### config.mk
export PLATFORM = sky130hd
export DESIGN_NAME = carfield_domain_pwr_seq
export DESIGN_NICKNAME = d
export VERILOG_FILES = /design/src/rtl/carfield_domain_pwr_seq.sv
export SDC_FILE = /design/constraint.sdc
export NUM_CORES = 1
export LEC_CHECK = 0
export CAP_MARGIN = 0
export CORE_MARGIN = 4
export CORE_UTILIZATION = 33
export CTS_BUF_LIST = sky130_fd_sc_hd__clkbuf_8
export DETAILED_ROUTE_END_ITERATION = 12
export PLACE_DENSITY = 0.67
export SETUP_SLACK_MARGIN = 0.05
export SYNTH_ARGS = -nofsm -noshare
export SYNTH_HDL_FRONTEND = slang
export SYNTH_SLANG_ARGS = --single-unit
### constraint.sdc
create_clock -name clk_i -period 2.8 [get_ports clk_i]
set_input_delay 0.28 -clock clk_i [delete_from_list [all_inputs] [get_ports clk_i]]
set_output_delay 0.28 -clock clk_i [all_outputs]
set_load 0.02 [all_outputs]
### src/rtl/carfield_domain_pwr_seq.sv
// Per-domain clock-enable / reset / isolation sequencer for the gateable
// Carfield subdomains (0 Periph, 1 Safed, 2 Secd, 3 IntCluster, 4 FPCluster, 5 L2).
// Domains are serviced one at a time, lowest index first. Every output is a
// flop whose next value is decided by the FSM transition that takes the domain
// into its next phase. A power-up therefore takes 10 cycles from the decision
// edge with the default RstHoldCycles.
module carfield_domain_pwr_seq #(
    parameter int unsigned NumDomains       = 6,
    parameter int unsigned RstHoldCycles    = 8,
    parameter int unsigned IsoTimeoutCycles = 1024
) (
    input  logic                  clk_i,
    input  logic                  rst_i,
    input  logic [NumDomains-1:0] domain_en_req_i,
    input  logic [NumDomains-1:0] domain_iso_ack_i,
    input  logic [NumDomains-1:0] timeout_clr_i,
    output logic [NumDomains-1:0] domain_clk_en_o,
    output logic [NumDomains-1:0] domain_rst_no,
    output logic [NumDomains-1:0] domain_iso_o,
    output logic [NumDomains-1:0] domain_state_o,
    output logic                  busy_o,
    output logic [NumDomains-1:0] timeout_o
);

    localparam int unsigned MaxCycles = (RstHoldCycles > IsoTimeoutCycles) ? RstHoldCycles
                                                                           : IsoTimeoutCycles;
    localparam int unsigned CntW = $clog2(MaxCycles + 1);
    localparam int unsigned IdxW = (NumDomains > 1) ? $clog2(NumDomains) : 1;
    localparam logic [CntW-1:0] RstLast = CntW'(RstHoldCycles - 1);
    localparam logic [CntW-1:0] IsoLast = CntW'(IsoTimeoutCycles - 1);

    typedef enum logic [2:0] {
        IDLE   = 3'd0,
        PU_CLK = 3'd1,
        PU_REL = 3'd2,
        PD_ISO = 3'd3,
        PD_RST = 3'd4,
        PD_CLK = 3'd5
    } state_e;

    state_e                state_r, state_nxt_s;
    logic [IdxW-1:0]       sel_r, sel_nxt_s;
    logic [CntW-1:0]       cnt_r, cnt_nxt_s;
    logic [NumDomains-1:0] clk_en_r, clk_en_nxt_s;
    logic [NumDomains-1:0] rst_n_r, rst_n_nxt_s;
    logic [NumDomains-1:0] iso_r, iso_nxt_s;
    logic [NumDomains-1:0] up_r, up_nxt_s;
    logic                  busy_r, busy_nxt_s;
    logic [NumDomains-1:0] timeout_r, timeout_nxt_s, timeout_set_s;
    logic [NumDomains-1:0] mismatch_s;
    logic                  pick_valid_s;
    logic [IdxW-1:0]       pick_idx_s;

    // Find the lowest-index domain whose request differs from its current state.
    always_comb begin
        mismatch_s   = domain_en_req_i ^ up_r;
        pick_valid_s = 1'b0;
        pick_idx_s   = '0;
        for (int k = NumDomains - 1; k >= 0; k--) begin
            if (mismatch_s[k]) begin
                pick_valid_s = 1'b1;
                pick_idx_s   = IdxW'(k);
            end else begin
                pick_valid_s = pick_valid_s;
            end
        end
    end

    // Next-state and next-output logic; outputs of unselected domains hold.
    always_comb begin
        state_nxt_s   = state_r;
        sel_nxt_s     = sel_r;
        clk_en_nxt_s  = clk_en_r;
        rst_n_nxt_s   = rst_n_r;
        iso_nxt_s     = iso_r;
        up_nxt_s      = up_r;
        busy_nxt_s    = busy_r;
        timeout_set_s = '0;
        case (state_r)
            IDLE: begin
                if (pick_valid_s) begin
                    sel_nxt_s  = pick_idx_s;
                    busy_nxt_s = 1'b1;
                    if (domain_en_req_i[pick_idx_s]) begin
                        state_nxt_s              = PU_CLK;
                        clk_en_nxt_s[pick_idx_s] = 1'b1;
                        rst_n_nxt_s[pick_idx_s]  = 1'b0;
                    end else begin
                        state_nxt_s           = PD_ISO;
                        iso_nxt_s[pick_idx_s] = 1'b1;
                    end
                end else begin
                    state_nxt_s = IDLE;
                end
            end
            PU_CLK: begin
                if (cnt_r == RstLast) begin
                    state_nxt_s         = PU_REL;
                    rst_n_nxt_s[sel_r]  = 1'b1;
                end else begin
                    state_nxt_s = PU_CLK;
                end
            end
            PU_REL: begin
                state_nxt_s      = IDLE;
                iso_nxt_s[sel_r] = 1'b0;
                up_nxt_s[sel_r]  = 1'b1;
                busy_nxt_s       = 1'b0;
            end
            PD_ISO: begin
                if (domain_iso_ack_i[sel_r]) begin
                    state_nxt_s        = PD_RST;
                    rst_n_nxt_s[sel_r] = 1'b0;
                end else if (cnt_r == IsoLast) begin
                    // Give up waiting for the drain but still bring the domain down.
                    state_nxt_s          = PD_RST;
                    rst_n_nxt_s[sel_r]   = 1'b0;
                    timeout_set_s[sel_r] = 1'b1;
                end else begin
                    state_nxt_s = PD_ISO;
                end
            end
            PD_RST: begin
                if (cnt_r == RstLast) begin
                    state_nxt_s         = PD_CLK;
                    clk_en_nxt_s[sel_r] = 1'b0;
                    up_nxt_s[sel_r]     = 1'b0;
                end else begin
                    state_nxt_s = PD_RST;
                end
            end
            PD_CLK: begin
                state_nxt_s = IDLE;
                busy_nxt_s  = 1'b0;
            end
            default: begin
                state_nxt_s = IDLE;
                busy_nxt_s  = 1'b0;
            end
        endcase
    end

    // Phase counter restarts on every state entry and idles at zero.
    always_comb begin
        if ((state_nxt_s != state_r) || (state_r == IDLE)) begin
            cnt_nxt_s = '0;
        end else begin
            cnt_nxt_s = cnt_r + CntW'(1);
        end
    end

    // Sticky timeout flags: a new timeout beats a simultaneous clear.
    always_comb begin
        timeout_nxt_s = (timeout_r & ~timeout_clr_i) | timeout_set_s;
    end

    // State, counter and output registers; reset parks every domain down and isolated.
    always_ff @(posedge clk_i or posedge rst_i) begin
        if (rst_i) begin
            state_r   <= IDLE;
            sel_r     <= '0;
            cnt_r     <= '0;
            clk_en_r  <= '0;
            rst_n_r   <= '0;
            iso_r     <= {NumDomains{1'b1}};
            up_r      <= '0;
            busy_r    <= 1'b0;
            timeout_r <= '0;
        end else begin
            state_r   <= state_nxt_s;
            sel_r     <= sel_nxt_s;
            cnt_r     <= cnt_nxt_s;
            clk_en_r  <= clk_en_nxt_s;
            rst_n_r   <= rst_n_nxt_s;
            iso_r     <= iso_nxt_s;
            up_r      <= up_nxt_s;
            busy_r    <= busy_nxt_s;
            timeout_r <= timeout_nxt_s;
        end
    end

    assign domain_clk_en_o = clk_en_r;
    assign domain_rst_no   = rst_n_r;
    assign domain_iso_o    = iso_r;
    assign domain_state_o  = up_r;
    assign busy_o          = busy_r;
    assign timeout_o       = timeout_r;

endmodule

==> summary.txt <==
STA
  – Setup TNS: 0 ns
  – F_max: 399 MHz
  – Final Max Tran Viols: 0
  – Final Worst Setup Slack: just under 0.3 ns
  – Hold Fails Final Rpt: 0
  – Fin Clk Skew: between 0.01 and 0.015 ns
  – RSZ-0062 raised after global routing: false
  – Slew at the pin closest to its max-slew limit: between 0.8 and 0.9 ns
  – Fin crit share: 89.5%
  – Hold_ws: 0.448 ns
  – Worst rel slew slack: between 40% and 50%
  – Final setup viols: 0
  – Min Tclk post-route: 2.51 ns

Layout
  – Antenna Cells: 0
  – Area grow syn2layout: 26.7%
  – Layout cell share with drive strength beyond 1: between 10% and 20%
  – # fillers: 808
  – Nets: approximately 370
  – Commonest non-fill, non-tap cell in the layout: clkdlybuf4s50_1
  – Most frequent cells in the layout: clkdlybuf4s50_1, dfrtp_1, nand2_1

Global routing
  – Initial antenna violation count: 0
  – Vias in the first global route: between 2000 and 2500
  – First-pass GRT wire length: 12.5 mm
  – GR Util All Layers: 15.7%
  – GRT overflow: 0
  – Largest net degree at the start of global routing: slightly below 50

Critical path
  – CP required: about 3.0 ns
  – Critical path peak fanout: 11
  – Setup crit end kind: flop
  – Critical Path Max Stage Delay: 0.78 ns
  – Crit path cell chain: ha_1, nand3_1, nor4_2, a222oi_1, mux2i_2, a2bb2oi_2, buf_4, nor2b_1
  – WS Path Type: reg -> reg
  – Startpoint Class: flop
  – Crit path DAT: around 2.7 ns
  – CP max-delay cell: a222oi_1

Die
  – Core outline area: between 8000 and 9000 um^2
  – IO Count: 51
  – Initial Util: between 30% and 40%
  – DIE WIDTH: slightly below 100 um
  – Die ar.: approximately 9800 um^2
  – Row cnt: 33
  – Die Ht: around 99 um

Place
  – Gpl congestion: between 0.9 and 1
  – Post-DP HPWL: between 5 and 6 mm
  – Post-place setup slack: about 0.20 ns
  – IO Port Bufs: 50

Status
  – Run status: finished, final reports clean

Clocking
  – Htree depth: 2
  – Clk pin slew, worst setup/hold paths: about 0.1 ns
  – Root buf cell: clkbuf_8
  – Clock latency reported for the late side of the worst-skew pair: 0.31 ns
  – CTS Buf Count: 5
  – Setup Buffers After CTS: 0
  – TritonCTS clock tree: built
  – Cts hold-fix bufs: 0
  – Clock Sink Count: 48
  – Max clock buf depth: 2
  – Post_cts resized: 0

Route
  – Antenna Nets Post-Route: 0
  – WL final: 7.41 mm
  – Residual DRC: 0
  – Initial DRC Count: about 170
  – Via/cell ratio: about 5.3
  – Routed wire per std cell: 16.4 um
  – TritonRoute pass-1 iters: 5
  – Via count: between 2000 and 2500

Logic synthesis
  – Synthesized area: approximately 2700 um^2
  – Synth Area per Inst: about 9.5 um^2
  – Synth cell types: 60
  – Syn_nets: 310
  – Synth top area share: a little under two fifths
  – Warnings from Yosys: 0
  – Post-synth top flop: dfrtp_1
  – Number of flops mapped to enable cells by yosys: 0
  – Async set or reset register ratio after synthesis: 100%
  – Synth Register Bits: 48
  – Mapped Cells: approximately 290
  – Area contributors post-synth: dfrtp_1, dfstp_2, nand2_1
  – Sequential area share after synthesis: 44.0%
  – Yosys top cell by area: dfrtp_1

Pwr
  – Cell Pwr Density: just under 1000 nW/um^2
  – Leakage power: approximately 0.0014 uW
  – Peak VDD IR: 0.541 mV

Run
  – Max-cap violations: 0

Worst hold path
  – Hold WC Path Type: in -> async
-- area by class of cell --
class	instances	area (um^2)	area share [%]
Sequential cell	48	1210	34.7
Clock buffer	5	68.8	1.98
Tap cell	105	131	3.77
Multi-Input combinational cell	213	1410	40.6
Inverter	17	63.8	1.83
Clock inverter	3	20.0	0.575
Timing Repair Buffer	60	576	16.5
-- power by group --
| part | total, uW | internal [uW] | switching [uW] |
|---|---|---|---|
| sequential | 1220 | 931 | 290 |
| clock | 413 | 174 | 239 |
| combinational | 1780 | 787 | 990 |
-- cells by family (layout without fill, tap and decap cells) --
group	count (synthesis)	in the layout	synth area share, %
buffers and inverters	28	85	4.55
AND/OR/NAND/NOR	118	118	22.6
XOR/XNOR	21	21	7.24
adder cells (fa/ha/maj)	1	1	0.455
multiplexers	4	4	1.59
flip-flops	48	48	44.0
AO/OA/AOI/OAI	69	69	19.6
-- worst max-delay path, delay by kind of cell (launching register included) --
kind	cells	cell delay (ns)
fa+ha+maj	1	0.27
flops	1	0.42
compound gates	2	0.95
mux	1	0.18
buf+inv	1	0.19
simple gates	3	0.41
-- path summary, 6_finish.rpt --
kind / start / end / slack (ns) / depth (start not counted)
min in group clk_i: cnt_r[0] / cnt_r[0] / 0.50 / 1
worst min register to register: cnt_r[0] / cnt_r[0] / 0.50 / 1
max in group asynchronous: rst_i / timeout_o[5] / 1.94 / 3
worst max register to register: cnt_r[0] / cnt_r[1] / 0.29 / 8
worst max-delay path: cnt_r[0] / cnt_r[1] / 0.29 / 8
worst min-delay path: rst_i / busy_o / 0.45 / 3
-- routing by layer --
metal  track usage, %  wire length [um]  vias to the layer above
met3             3.93               532                       10
met4             5.88               134                        0
li1                 -                 -                     1154
met2             23.0              3150                       98
met1             22.3              3600                     1131
met5                0                 0                        -
-- per-stage QoR --
step / cell area (um^2) / power [uW] / utilization (%) / std cells
2_1_floorplan: 2750 / 2330 / - / 289
3_3_place_gp: 3390 / 2970 / 41.4 / 442
6_report: 3480 / 3410 / 42.6 / 451
5_1_grt: 3480 / 3660 / 42.6 / 451
3_5_place_dp: 3390 / 2980 / 41.4 / 442
4_1_cts: 3470 / 3410 / 42.5 / 450
-- Yosys cell counts (3+ instances only) --
| cell | number |
|---|---|
| o21ai_0 | 5 |
| nand2b_1 | 8 |
| dfstp_2 | 6 |
| nor2_2 | 11 |
| o211ai_1 | 3 |
| nand3_1 | 12 |
| o22ai_1 | 3 |
| a21oi_1 | 7 |
| mux2i_1 | 3 |
| o21ai_1 | 6 |
| dfrtp_1 | 42 |
| xor2_1 | 6 |
| a22o_1 | 11 |
| and3_1 | 5 |
| a32o_1 | 6 |
| clkbuf_1 | 4 |
| xnor2_1 | 13 |
| nor4_1 | 4 |
| nor2_1 | 15 |
| inv_1 | 17 |
| nand2_1 | 38 |
| nor3_1 | 9 |
| buf_2 | 4 |
No activity file was read; power rests on OpenSTA's default activity.
